--- src/rtl/mem_arb_pkg.sv ---
// Shared types and helpers for mem_arbiter and its grant picker.
// MEM_ARB_RR_EN (used in mem_arb_pick) selects round-robin instead of LS priority.
package mem_arb_pkg;

  typedef enum logic [1:0] {OWN_NONE, OWN_IF, OWN_LS} owner_e;

  localparam int unsigned MAX_BURST_DEF = 4;

  // Word index is computed at a fixed wide width and narrowed by the caller.
  localparam int unsigned IDX_W = 64;

  localparam int unsigned GNT_IF = 0;
  localparam int unsigned GNT_LS = 1;

  function automatic logic [IDX_W-1:0] word_index(input logic [IDX_W-1:0] addr);
    return addr >> 2;
  endfunction

endpackage

--- src/rtl/mem_arb_pick.sv ---
// Combinational grant selection for mem_arbiter; one-hot grant (GNT_IF / GNT_LS).
// MEM_ARB_RR_EN defined: round-robin on contention; otherwise LS priority with burst limit.
module mem_arb_pick
  import mem_arb_pkg::*;
#(
  parameter int unsigned MAX_BURST = MAX_BURST_DEF,
  parameter int unsigned CNT_W     = 3
) (
  input  logic             if_valid,
  input  logic             ls_valid,
  input  owner_e           last_grant,
  input  logic [CNT_W-1:0] burst_cnt,
  output logic [1:0]       grant
);

  always_comb begin
    grant = '0;
    if (if_valid && ls_valid) begin
`ifdef MEM_ARB_RR_EN
      if (last_grant == OWN_LS) grant[GNT_IF] = 1'b1;
      else                      grant[GNT_LS] = 1'b1;
`else
      if (burst_cnt == CNT_W'(MAX_BURST)) grant[GNT_IF] = 1'b1;
      else                                grant[GNT_LS] = 1'b1;
`endif
    end else if (ls_valid) begin
      grant[GNT_LS] = 1'b1;
    end else if (if_valid) begin
      grant[GNT_IF] = 1'b1;
    end
  end

`ifdef MEM_ARB_RR_EN
  logic unused_burst;
  assign unused_burst = ^burst_cnt;
`else
  logic unused_last;
  assign unused_last = ^last_grant;
`endif

endmodule

--- src/rtl/mem_arbiter.sv ---
// Two-requester (fetch / load-store) arbiter in front of a single-port registered memory.
// Arbitration policy chosen by MEM_ARB_RR_EN inside mem_arb_pick.
module mem_arbiter
  import mem_arb_pkg::*;
#(
  parameter int unsigned ADDRWIDTH = 32,
  parameter int unsigned BUSWIDTH  = 32,
  parameter int unsigned RAMDEPTH  = 1024,
  parameter int unsigned MAX_BURST = MAX_BURST_DEF
) (
  input  logic                 clk,
  input  logic                 cpu_rst,

  input  logic                 if_req_valid,
  input  logic [ADDRWIDTH-1:0] if_req_addr,
  output logic                 if_req_ready,
  output logic                 if_rsp_valid,
  output logic [BUSWIDTH-1:0]  if_rsp_data,
  output logic                 if_rsp_err,

  input  logic                 ls_req_valid,
  input  logic                 ls_req_we,
  input  logic [ADDRWIDTH-1:0] ls_req_addr,
  input  logic [BUSWIDTH-1:0]  ls_req_wdata,
  output logic                 ls_req_ready,
  output logic                 ls_rsp_valid,
  output logic [BUSWIDTH-1:0]  ls_rsp_data,
  output logic                 ls_rsp_err,

  output logic [ADDRWIDTH-1:0] mem_rd_addr,
  output logic [ADDRWIDTH-1:0] mem_wr_addr,
  output logic [BUSWIDTH-1:0]  mem_wr_data,
  output logic                 mem_wren,
  input  logic [BUSWIDTH-1:0]  mem_rd_data
);

  localparam int unsigned CNT_W = $clog2(MAX_BURST + 1);

  owner_e               rsp_owner;
  logic                 rsp_err;
  logic                 rsp_is_store;
  owner_e               last_grant;
  logic [CNT_W-1:0]     burst_cnt;
  logic [CNT_W-1:0]     burst_nxt;
  logic [ADDRWIDTH-1:0] rd_addr_q;

  logic [IDX_W-1:0]     if_idx_w;
  logic [IDX_W-1:0]     ls_idx_w;
  logic [ADDRWIDTH-1:0] if_idx;
  logic [ADDRWIDTH-1:0] ls_idx;
  logic                 if_err;
  logic                 ls_err;

  logic                 if_cand;
  logic                 ls_cand;
  logic [1:0]           grant;
  logic                 grant_if;
  logic                 grant_ls;
  logic                 if_rd_go;
  logic                 ls_rd_go;

  always_comb begin
    if_idx_w = word_index(IDX_W'(if_req_addr));
    ls_idx_w = word_index(IDX_W'(ls_req_addr));
    if_err   = (if_req_addr[1:0] != 2'b00) || (if_idx_w >= IDX_W'(RAMDEPTH));
    ls_err   = (ls_req_addr[1:0] != 2'b00) || (ls_idx_w >= IDX_W'(RAMDEPTH));
    if_idx   = ADDRWIDTH'(if_idx_w);
    ls_idx   = ADDRWIDTH'(ls_idx_w);
  end

  // No grant can be issued while reset is held, so ready reads 0 throughout reset.
  assign if_cand = if_req_valid && !cpu_rst;
  assign ls_cand = ls_req_valid && !cpu_rst;

  mem_arb_pick #(
    .MAX_BURST (MAX_BURST),
    .CNT_W     (CNT_W)
  ) u_pick (
    .if_valid   (if_cand),
    .ls_valid   (ls_cand),
    .last_grant (last_grant),
    .burst_cnt  (burst_cnt),
    .grant      (grant)
  );

  assign grant_if     = grant[GNT_IF];
  assign grant_ls     = grant[GNT_LS];
  assign if_req_ready = grant_if;
  assign ls_req_ready = grant_ls;

  always_comb begin
    if_rd_go    = grant_if && !if_err;
    ls_rd_go    = grant_ls && !ls_req_we && !ls_err;
    mem_wren    = grant_ls && ls_req_we && !ls_err;
    mem_rd_addr = rd_addr_q;
    if (if_rd_go)      mem_rd_addr = if_idx;
    else if (ls_rd_go) mem_rd_addr = ls_idx;
    mem_wr_addr = mem_wren ? ls_idx : '0;
    mem_wr_data = mem_wren ? ls_req_wdata : '0;
  end

  always_comb begin
    burst_nxt = burst_cnt;
    if (!if_req_valid || grant_if) begin
      burst_nxt = '0;
    end else if (grant_ls && (burst_cnt != CNT_W'(MAX_BURST))) begin
      burst_nxt = burst_cnt + CNT_W'(1);
    end
  end

  always_ff @(posedge clk or posedge cpu_rst) begin
    if (cpu_rst) begin
      rsp_owner    <= OWN_NONE;
      rsp_err      <= 1'b0;
      rsp_is_store <= 1'b0;
      last_grant   <= OWN_IF;
      burst_cnt    <= '0;
      rd_addr_q    <= '0;
    end else begin
      rd_addr_q    <= mem_rd_addr;
      burst_cnt    <= burst_nxt;
      rsp_is_store <= grant_ls && ls_req_we;
      if (grant_if) begin
        rsp_owner  <= OWN_IF;
        rsp_err    <= if_err;
        last_grant <= OWN_IF;
      end else if (grant_ls) begin
        rsp_owner  <= OWN_LS;
        rsp_err    <= ls_err;
        last_grant <= OWN_LS;
      end else begin
        rsp_owner  <= OWN_NONE;
        rsp_err    <= 1'b0;
      end
    end
  end

  always_comb begin
    if_rsp_valid = (rsp_owner == OWN_IF);
    ls_rsp_valid = (rsp_owner == OWN_LS);
    if_rsp_err   = if_rsp_valid && rsp_err;
    ls_rsp_err   = ls_rsp_valid && rsp_err;
    if_rsp_data  = (if_rsp_valid && !rsp_err) ? mem_rd_data : '0;
    ls_rsp_data  = (ls_rsp_valid && !rsp_err && !rsp_is_store) ? mem_rd_data : '0;
  end

endmodule

--- config.mk ---
export PLATFORM = sky130hd
export DESIGN_NAME = mem_arbiter
export DESIGN_NICKNAME = d
export VERILOG_FILES = /design/src/rtl/mem_arb_pkg.sv /design/src/rtl/mem_arb_pick.sv /design/src/rtl/mem_arbiter.sv
export SDC_FILE = /design/constraint.sdc
export NUM_CORES = 1
export LEC_CHECK = 0
export ABC_AREA = 1
export CAP_MARGIN = 20
export CORE_AREA = 3 3 116 118
export DETAILED_ROUTE_END_ITERATION = 8
export DIE_AREA = 0 0 119 121
export PLACE_DENSITY = 0.69
export SLEW_MARGIN = 10
export SYNTH_ARGS = -nofsm -noshare
export SYNTH_HDL_FRONTEND = slang
export SYNTH_SLANG_ARGS = --single-unit
--- constraint.sdc ---
create_clock -name clk -period 3.3 [get_ports clk]
set_clock_uncertainty 0.05 [all_clocks]
set_input_delay 0.99 -clock clk [delete_from_list [all_inputs] [get_ports clk]]
set_output_delay 0.99 -clock clk [all_outputs]
set_load 0.005 [all_outputs]
==> results of run 1 <==
cells in the final DEF, fill, tap and decap left out, types with 6 or more instances in the layout:
cell type and count:
sky130_fd_sc_hd__and3_1 30, sky130_fd_sc_hd__buf_12 7, sky130_fd_sc_hd__buf_2 74, sky130_fd_sc_hd__buf_4 68
sky130_fd_sc_hd__buf_6 41, sky130_fd_sc_hd__buf_8 6, sky130_fd_sc_hd__clkbuf_16 6, sky130_fd_sc_hd__clkbuf_2 10
sky130_fd_sc_hd__clkdlybuf4s15_2 13, sky130_fd_sc_hd__clkdlybuf4s50_1 154, sky130_fd_sc_hd__conb_1 22, sky130_fd_sc_hd__dfrtp_1 39
sky130_fd_sc_hd__inv_1 60, sky130_fd_sc_hd__nand2_1 20, sky130_fd_sc_hd__nand2_2 23, sky130_fd_sc_hd__nand2_4 29
sky130_fd_sc_hd__nand3_2 10, sky130_fd_sc_hd__nand3_4 7, sky130_fd_sc_hd__nor2_1 82, sky130_fd_sc_hd__nor2_2 20
sky130_fd_sc_hd__nor2_4 19
Yosys cell counts, drive strengths merged (2+ instances only):
master    n  share of area [%]
dfrtp    39                 34
buf      39                 11
inv      67                8.8
nand4     3                1.2
o21ai     5                1.3
clkbuf    6               0.79
nor3     12                3.7
nand3    21                3.7
or2       2               0.44
nor2    121                 17
ha        2               0.87
and3     32                7.0
nand2    72                9.6
worst reg2reg max path, stage by stage, from the launching register on:
cell and delay (ns):
sky130_fd_sc_hd__dfrtp_1 0.38, sky130_fd_sc_hd__inv_1 0.09, sky130_fd_sc_hd__ha_1 0.15, sky130_fd_sc_hd__nand2_1 0.13, sky130_fd_sc_hd__o21ai_4 0.26, sky130_fd_sc_hd__nor2_4 0.06, sky130_fd_sc_hd__nand4_4 0.16, sky130_fd_sc_hd__buf_12 0.14
sky130_fd_sc_hd__buf_8 0.11, sky130_fd_sc_hd__nand2_4 0.05, sky130_fd_sc_hd__nand3_4 0.09, sky130_fd_sc_hd__nand2_4 0.06, sky130_fd_sc_hd__buf_4 0.13, sky130_fd_sc_hd__buf_6 0.10, sky130_fd_sc_hd__buf_4 0.11, sky130_fd_sc_hd__buf_4 0.12
sky130_fd_sc_hd__buf_4 0.13, sky130_fd_sc_hd__buf_4 0.14, sky130_fd_sc_hd__buf_4 0.14, sky130_fd_sc_hd__buf_4 0.13, sky130_fd_sc_hd__buf_4 0.12, sky130_fd_sc_hd__buf_4 0.12, sky130_fd_sc_hd__buf_4 0.12
registers in the layout, summed over array words and instances, names as in the netlist:
signal,count
rsp_owner,2
rd_addr_q,32
rsp_err,1
rsp_is_store,1
burst_cnt,3
how the worst min path moves through the flow:
stage,startpoint,to,slack (ns),depth (start not counted)
after global placement,rd_addr_q[10],rd_addr_q[10],0.44,2
final,rd_addr_q[22],rd_addr_q[22],0.46,2
after detailed placement,rd_addr_q[18],rd_addr_q[18],0.44,2
after CTS,rd_addr_q[18],rd_addr_q[18],0.45,2
after global routing,rd_addr_q[22],rd_addr_q[22],0.48,2
after floorplan,rd_addr_q[10],rd_addr_q[10],0.44,2
through the flow:
step / hold slack [ns] / instance area [µm²] / utilization [%] / setup TNS, ns
CTS: 0.4528 / 6665 / 53.03 / -2.721
floorplan: 0.4368 / 2945 / - / 0
finish: 0.4558 / 7119 / 56.65 / -2.684
detailed placement: 0.4364 / 5861 / 46.63 / -51.08
global placement: 0.4390 / 5861 / 46.63 / -48.95
global route: 0.4784 / 7119 / 56.65 / -6.378
report_power, final:
part / total, µW / internal [µW] / switching [µW]
clock network: 570 / 360 / 211
logic: 309 / 185 / 125
registers: 485 / 482 / 2.74
total: 1360 / 1030 / 338
area by class of cell:
type                            instances  area (µm²)  share of cell area [%]
Sequential cell                        39       975.9                   13.71
Tap cell                              172       215.2                   3.023
Clock inverter                          3       46.29                  0.6503
Clock buffer                            5       125.1                   1.757
Inverter                               67       269.0                   3.779
Timing Repair Buffer                  384        3486                   48.96
Multi-Input combinational cell        294        2002                   28.12
metal layers:
| layer | vias to the layer above | GRT usage [%] |
|---|---|---|
| li1 | 1966 | - |
| met1 | 1885 | 20.09 |
| met2 | 198 | 32.71 |
| met3 | 28 | 4.848 |
| met4 | 0 | 4.272 |
| met5 | - | 0 |
logic make-up after synthesis:
kind of cell             Yosys count
flip-flops                        39
other                              1
buffers and inverters            112
adder cells (fa/ha/maj)            2
AND/OR/NAND/NOR                  263
AO/OA/AOI/OAI                      6
XOR/XNOR                           1
timing repair:
action | in CTS | in global routing
cloned | 6 | 0
setup buffers | 64 | 17
gates resized for setup | 538 | 128
hold endpoints to repair | 0 | 0
setup endpoints to repair | 77 | 77
pin swaps | 59 | 46
==> flow_summary.rst, run 1 <==
.. list-table::
   :header-rows: 1

   * - Metric
     - Value
   * - Seq/Total Area, Yosys
     - 34.08%
   * - Startpoint of the worst register-to-register path
     - burst_cnt[0]
   * - First-iteration detailed-routing DRC count
     - 137
   * - Number of DRC violations after detailed routing
     - 0
   * - Via count of the first global-routing pass
     - 4144
   * - Count of fill cells added during filler insertion
     - 1114
   * - Maximum net fanout on the critical path
     - 5
   * - R2R depth
     - 22
   * - Count of antenna-violating nets left after detailed routing
     - 0
   * - Final Net Count
     - 926
   * - Final RePlAce weighted congestion
     - 0.8175
   * - FF-to-FF End
     - rd_addr_q[7]
   * - Number of cells in the finished layout apart from fillers
     - 964
   * - Critical Path AT
     - ~2.4 ns
   * - Run status
     - complete, but fails checks
   * - Adder-cell share of the synthesized area
     - 0.8737%
   * - Tightest Hold Check Type
     - register to register
   * - Synth Warn #
     - 0
   * - Cell total after placement
     - 878
   * - Antenna violations before repair
     - 0
   * - Crit Path Category
     - input pin to output port
   * - Cell family contributing the most delay on the critical path
     - buffers and inverters
   * - Max capacitance violation total
     - 0
   * - Metal2 WL
     - 8014 µm
   * - Max Clock Freq
     - 0.2909 GHz
   * - Cell breakdown of the critical path
     - buf_8 -> buf_4 -> inv_4 -> nand2_2 -> a21oi_4 -> nand4_1 -> inv_4 -> buf_8 -> buf_12 -> nand2_2 -> nand2_2 -> buf_6
   * - Global router's overall resource usage
     - 17.68%
   * - Top-level I/O count
     - 300
   * - Leftover overflow at the end of global routing
     - 0
   * - Die height
     - about 120 µm
   * - Depth of the critical timing path with buffers and inverters included
     - 12
   * - CP Capture Type
     - output port
   * - First-pass GRT wire length
     - around 21000 µm
   * - Number of instances in the synthesized netlist
     - ~420
   * - Setup slack at placement
     - -0.7962 ns
   * - Die extent in x
     - 119 µm
   * - Reported leakage power
     - 0.003651 µW
   * - Main combinational cell family by area after synthesis
     - simple AND/OR/NAND/NOR gates
   * - Core Footprint
     - 0.01257 mm²
   * - Root buffer cell
     - sky130_fd_sc_hd__clkbuf_16
   * - Total vias in the final route
     - 4077
   * - Number of port buffers
     - between 200 and 300
   * - Setup slack of the most critical reg-to-reg path
     - 0.12 ns
   * - Buffer depth of the longest clock path
     - 2
   * - Cell row count
     - between 40 and 50
   * - Die Area
     - ~0.014 mm²
   * - CP Data Required Time
     - 2.26 ns
   * - Share of layout cells above drive strength 1
     - 45.58%
   * - Post-route fraction of the period consumed by the critical path
     - 104.2%
   * - Most used flip-flop cell after synthesis
     - sky130_fd_sc_hd__dfrtp_1
   * - Worst-path clk slew
     - 0.07 ns
   * - Slew of the pin with the lowest slew margin
     - 0.5084 ns
   * - Total power density per cell area
     - 191.7 mW/mm²
   * - Layout Area Growth over Synthesis
     - 148.6%
   * - Overall power
     - about 1400 µW
   * - Antenna cell count
     - 0
   * - Worst slew margin relative to its limit
     - about two thirds
   * - Worst-case setup margin in the final layout
     - -0.1376 ns
   * - Final setup violating endpoints
     - 39
   * - CP Buf/Inv Count
     - 7
   * - Top metal layer carrying routed signals
     - met4
   * - Fraction of registers with async set/reset
     - 100.0%
   * - TritonCTS buffer count
     - 5
   * - Total number of clock tree sinks
     - 39
   * - XOR/XNOR Fraction of Synth Area
     - 0.3058%
   * - Peak supply drop
     - 0.0002605 V
   * - Final number of max-transition violations
     - 0
   * - Type of origin of the critical path
     - input pin
   * - TritonCTS clock tree
     - done
   * - Final wirelength
     - roughly 15000 µm
   * - Clock latency at the later pin of the worst-skew pair
     - 0.28 ns
   * - Unrepaired setup endpoints after global routing
     - true
   * - Level count of the clock H-tree
     - 2
   * - Placed wire-length estimate after detailed placement
     - 9752 µm
   * - Multiplexer share of the synthesized area
     - 0%
   * - Most frequent cell on the critical path
     - sky130_fd_sc_hd__nand2_2
   * - Synth Cell Area
     - 0.002864 mm²
   * - Slowest cell on the critical path
     - sky130_fd_sc_hd__nand4_1
   * - Failing checks
     - negative setup slack
   * - CTS hold repair buffers
     - 0
   * - Number of flops mapped to enable cells by yosys
     - 0
   * - Capture point of the critical path
     - mem_rd_addr[8]
   * - Time the final worst path needs with I/O delays and setup
     - 3.438 ns
   * - Average cell area after synthesis
     - 6.755 µm²
   * - Largest net degree at the start of global routing
     - 40
   * - Number of hold-slack violations in the final timing report
     - 0
   * - Wire length on met3
     - 1087 µm
   * - Synthesized-area fraction occupied by ao, oa, aoi and oai cells
     - between 1.5 and 2%
   * - Routed WL per cell
     - 15.45 µm
   * - Wire length the detailed router placed on met1
     - roughly 5500 µm
   * - Delay contributed by the slowest stage of the critical path
     - 0.27 ns
   * - First-pass detailed-route iteration total
     - 4
   * - Initial core utilization
     - 22.79%
   * - Count of distinct cell types in the synthesized netlist
     - 25
   * - Simple logic cell fraction of the synthesized area
     - 42.55%
   * - Launching element of the worst setup path
     - cpu_rst
   * - Count of state elements after synthesis
     - 39
   * - Via density
     - around 4.2
Note: power is estimated with default switching activity, not from simulation.
==> inputs of run 2 (changes only) <==
--- a/config.mk
+++ b/config.mk
@@ -10,7 +10,9 @@
 export CORE_AREA = 3 3 116 118
 export DETAILED_ROUTE_END_ITERATION = 8
 export DIE_AREA = 0 0 119 121
+export GPL_TIMING_DRIVEN = 0
 export PLACE_DENSITY = 0.69
+export REMOVE_ABC_BUFFERS = 1
 export SLEW_MARGIN = 10
 export SYNTH_ARGS = -nofsm -noshare
 export SYNTH_HDL_FRONTEND = slang
==> constraint.sdc (replaced) <==
create_clock -name clk -period 3 [get_ports clk]
set_clock_uncertainty 0.05 [all_clocks]
set_input_delay 0.9 -clock clk [delete_from_list [all_inputs] [get_ports clk]]
set_output_delay 0.9 -clock clk [all_outputs]
set_load 0.005 [all_outputs]
==> flow_summary.rst, run 2 (synthesis gave the netlist of run 1 again) <==
.. list-table::
   :header-rows: 1

   * - Metric
     - Value
   * - Run status
     - complete, but fails checks
   * - Failing checks
     - negative setup slack
   * - Peak supply drop
     - 0.0002904 V (+11%)
   * - Final setup violating endpoints
     - 75 (+92%)
   * - Level count of the clock H-tree
     - 2 (unchanged)
   * - CP Data Required Time
     - 2.05 ns (-0.21 ns)
   * - Leftover overflow at the end of global routing
     - 0 (unchanged)
   * - Final Net Count
     - 993 (+7.2%)
   * - Startpoint of the worst register-to-register path
     - burst_cnt[0]
   * - Core Footprint
     - 0.01257 mm² (unchanged)
   * - Total number of clock tree sinks
     - 39 (unchanged)
   * - TritonCTS buffer count
     - 5 (unchanged)
   * - Slowest cell on the critical path
     - sky130_fd_sc_hd__nor2_4
   * - Cell breakdown of the critical path
     - buf_2 -> nor2_4 -> nand2_2 -> nor2_4 -> nand2_8 -> nor2_4 -> buf_6 -> buf_8 -> nand3_2 -> nand3_2 -> nand2_2 -> buf_6
   * - Share of layout cells above drive strength 1
     - 53.08% (+7.5 points)
   * - Final-layout setup total negative slack
     - -11.69 ns (-9.006 ns)
   * - Launching element of the worst setup path
     - ls_req_addr[18]
   * - Tightest Hold Check Type
     - input pin to asynchronous set/reset pin
   * - Total power density per cell area
     - 193.1 mW/mm² (+0.70%)
   * - Count of antenna-violating nets left after detailed routing
     - 0 (unchanged)
   * - Worst-path clk slew
     - 0.06 ns (about the same)
   * - Most flops, register
     - rd_addr_q
   * - Count of fill cells added during filler insertion
     - 974 (-13%)
   * - Design area
     - 0.008163 mm² (+15%)
   * - Reported leakage power
     - 0.004758 µW (+30%)
   * - Antenna violations before repair
     - 0 (unchanged)
   * - Placed wire-length estimate after detailed placement
     - 9696 µm (-0.57%)
   * - Total vias in the final route
     - 4587 (+13%)
   * - Die extent in x
     - 119 µm (unchanged)
   * - Final RePlAce weighted congestion
     - 0.7668 (-6.2%)
   * - Number of DRC violations after detailed routing
     - 0 (unchanged)
   * - Die height
     - 121 µm (unchanged)
   * - CP Capture Type
     - output port
   * - First-iteration detailed-routing DRC count
     - 145 (+5.8%)
   * - Largest net degree at the start of global routing
     - 33 (-18%)
   * - Top-level I/O count
     - 300 (unchanged)
   * - Share of total power in sequential cells
     - 33.9% (-1.6 points)
   * - Via count of the first global-routing pass
     - 4657 (+12%)
   * - Post-route fraction of the period consumed by the critical path
     - 108.6%
   * - Leading cell types in the layout, fill and taps excluded
     - sky130_fd_sc_hd__buf_6 (116), sky130_fd_sc_hd__clkdlybuf4s50_1 (97), sky130_fd_sc_hd__buf_4 (80), sky130_fd_sc_hd__nor2_1 (78)
   * - Switching share of power
     - 24.90% (+0.12 points)
   * - Die Area
     - 0.01440 mm² (unchanged)
   * - Number of port buffers
     - 277 (unchanged)
   * - Area taken by flip-flops and latches
     - 975.9 µm² (unchanged)
   * - Maximum net fanout on the critical path
     - 7 (+2)
   * - Critical Path AT
     - 2.31 ns (-0.09 ns)
   * - Area of placed instances
     - 0.005603 mm² (-4.4%)
   * - TritonCTS clock tree
     - done
   * - Cell row count
     - 41 (unchanged)
   * - Delay contributed by the slowest stage of the critical path
     - 0.21 ns (-0.06 ns)
   * - Layout Area Growth over Synthesis
     - 185.0%
   * - Commonest non-fill, non-tap cell in the layout
     - sky130_fd_sc_hd__buf_6
   * - Unrepaired setup endpoints after global routing
     - true
   * - Final wirelength
     - 18660 µm (+25%)
   * - Number of hold-slack violations in the final timing report
     - 0 (unchanged)
   * - Type of origin of the critical path
     - input pin
   * - Net Sw Power
     - 392.4 µW (+16%)
   * - Gate power share
     - 26.2% (+3.5 points)
   * - Clock latency at the later pin of the worst-skew pair
     - 0.27 ns (about the same)
   * - Footprint of the multi-input gates
     - 0.002205 mm² (+10%)
   * - Worst-case hold slack
     - 0.4469 ns (-0.008875 ns)
   * - Max capacitance violation total
     - 0 (unchanged)
   * - Via density
     - 4.449 (+5.2%)
   * - First-pass detailed-route iteration total
     - 4 (unchanged)
   * - Initial core utilization
     - 22.79% (unchanged)
   * - P_int
     - 1184 µW (+15%)
   * - Worst-case setup margin in the final layout
     - -0.2590 ns (-0.1215 ns)
   * - Antenna cell count
     - 0 (unchanged)
   * - Routed WL per cell
     - 18.09 µm (+17%)
   * - Buffer depth of the longest clock path
     - 2 (unchanged)
   * - Root buffer cell
     - sky130_fd_sc_hd__clkbuf_16
   * - Crit Path Category
     - input pin to output port
   * - Most frequent cell on the critical path
     - sky130_fd_sc_hd__nor2_4
   * - Finished Core Util
     - 64.95% (+8.3 points)
   * - Time the final worst path needs with I/O delays and setup
     - 3.259 ns
   * - First-pass GRT wire length
     - 25200 µm (+21%)
   * - Portion of total power attributed to the clock network
     - 39.9% (-1.9 points)
   * - Max Clock Freq
     - 0.3068 GHz
   * - Global router's overall resource usage
     - 21.95% (+4.3 points)
   * - Final number of max-transition violations
     - 0 (unchanged)
   * - Max FFs per register
     - 32 (unchanged)
   * - Registers with the most flip-flops
     - rd_addr_q x32, burst_cnt x3, rsp_owner x2
[run 2: changes by cell type in the layout (fill, tap and decap cells not counted), sizes merged]
cell / previous run / this run
clkdlybuf4s15: 18 / 4
clkinvlp: 1 / 0
clkdlybuf4s50: 154 / 97
dlymetal6s2s: 0 / 36
buf: 199 / 269
nor2: 121 / 127
inv: 68 / 74
nand4: 3 / 6
dlygate4sd2: 2 / 20
clkinv: 0 / 3
clkbuf: 16 / 13
[run 2: routing by layer]
metal  GRT usage (%)  part of all wire, %
met5               0                    0
met4           6.951                  3.7
met3           5.734                  6.9
met2           40.41                   54
met1           24.62                   36
[run 2: power by group through the flow]
stage          sequential (µW)  clock, µW  combinational [µW]
2_1_floorplan              543          0                85.3
3_3_place_gp               544          0                 329
3_5_place_dp               544          0                 334
4_1_cts                    534        643                 361
5_1_grt                    535        667                 443
6_report                   534        628                 413
[run 2: what timing repair did]
action | in CTS | in global routing
setup endpoints to repair | 173 | 121
setup buffers | 126 | 41
gates cloned | 18 | 0
pin swaps | 88 | 65
gates resized for setup | 653 | 223
hold buffers | 0 | 0
[run 2: per-stage QoR]
step                setup WS, ns  power [µW]  instances
detailed placement        -2.548       878.1        849
global placement          -2.505       872.9        849
finish                   -0.2590        1576       1031
CTS                      -0.2392        1538       1001
global route             -0.2903        1645       1031
floorplan                -0.6397       628.1        400
[run 2: worst max-delay path: cells and delay by family]
| family | cells | cell delay, ns |
|---|---|---|
| buffers and inverters | 4 | 0.50 |
| AND/OR/NAND/NOR | 8 | 0.91 |
[run 2: final cells by class]
cell class / count / share of cell area [%]
Timing Repair Buffer: 433 / 51.04
Multi-Input combinational cell: 303 / 27.01
Sequential cell: 39 / 11.96
Inverter: 67 / 3.786
Tap cell: 172 / 2.636
Clock buffer: 6 / 1.701
Timing Repair inverter: 9 / 1.395
Clock inverter: 2 / 0.4752
[run 2: final timing paths]
check | end | slack (ns) | depth (start not counted)
worst max-delay path | mem_rd_addr[0] | -0.26 | 12
worst min-delay path | rd_addr_q[17] | 0.45 | 2
worst max register to register | rd_addr_q[0] | 0.10 | 21
worst min register to register | rd_addr_q[20] | 0.46 | 2
max in group asynchronous | rd_addr_q[0] | 2.03 | 3
min in group clk | rd_addr_q[20] | 0.46 | 2
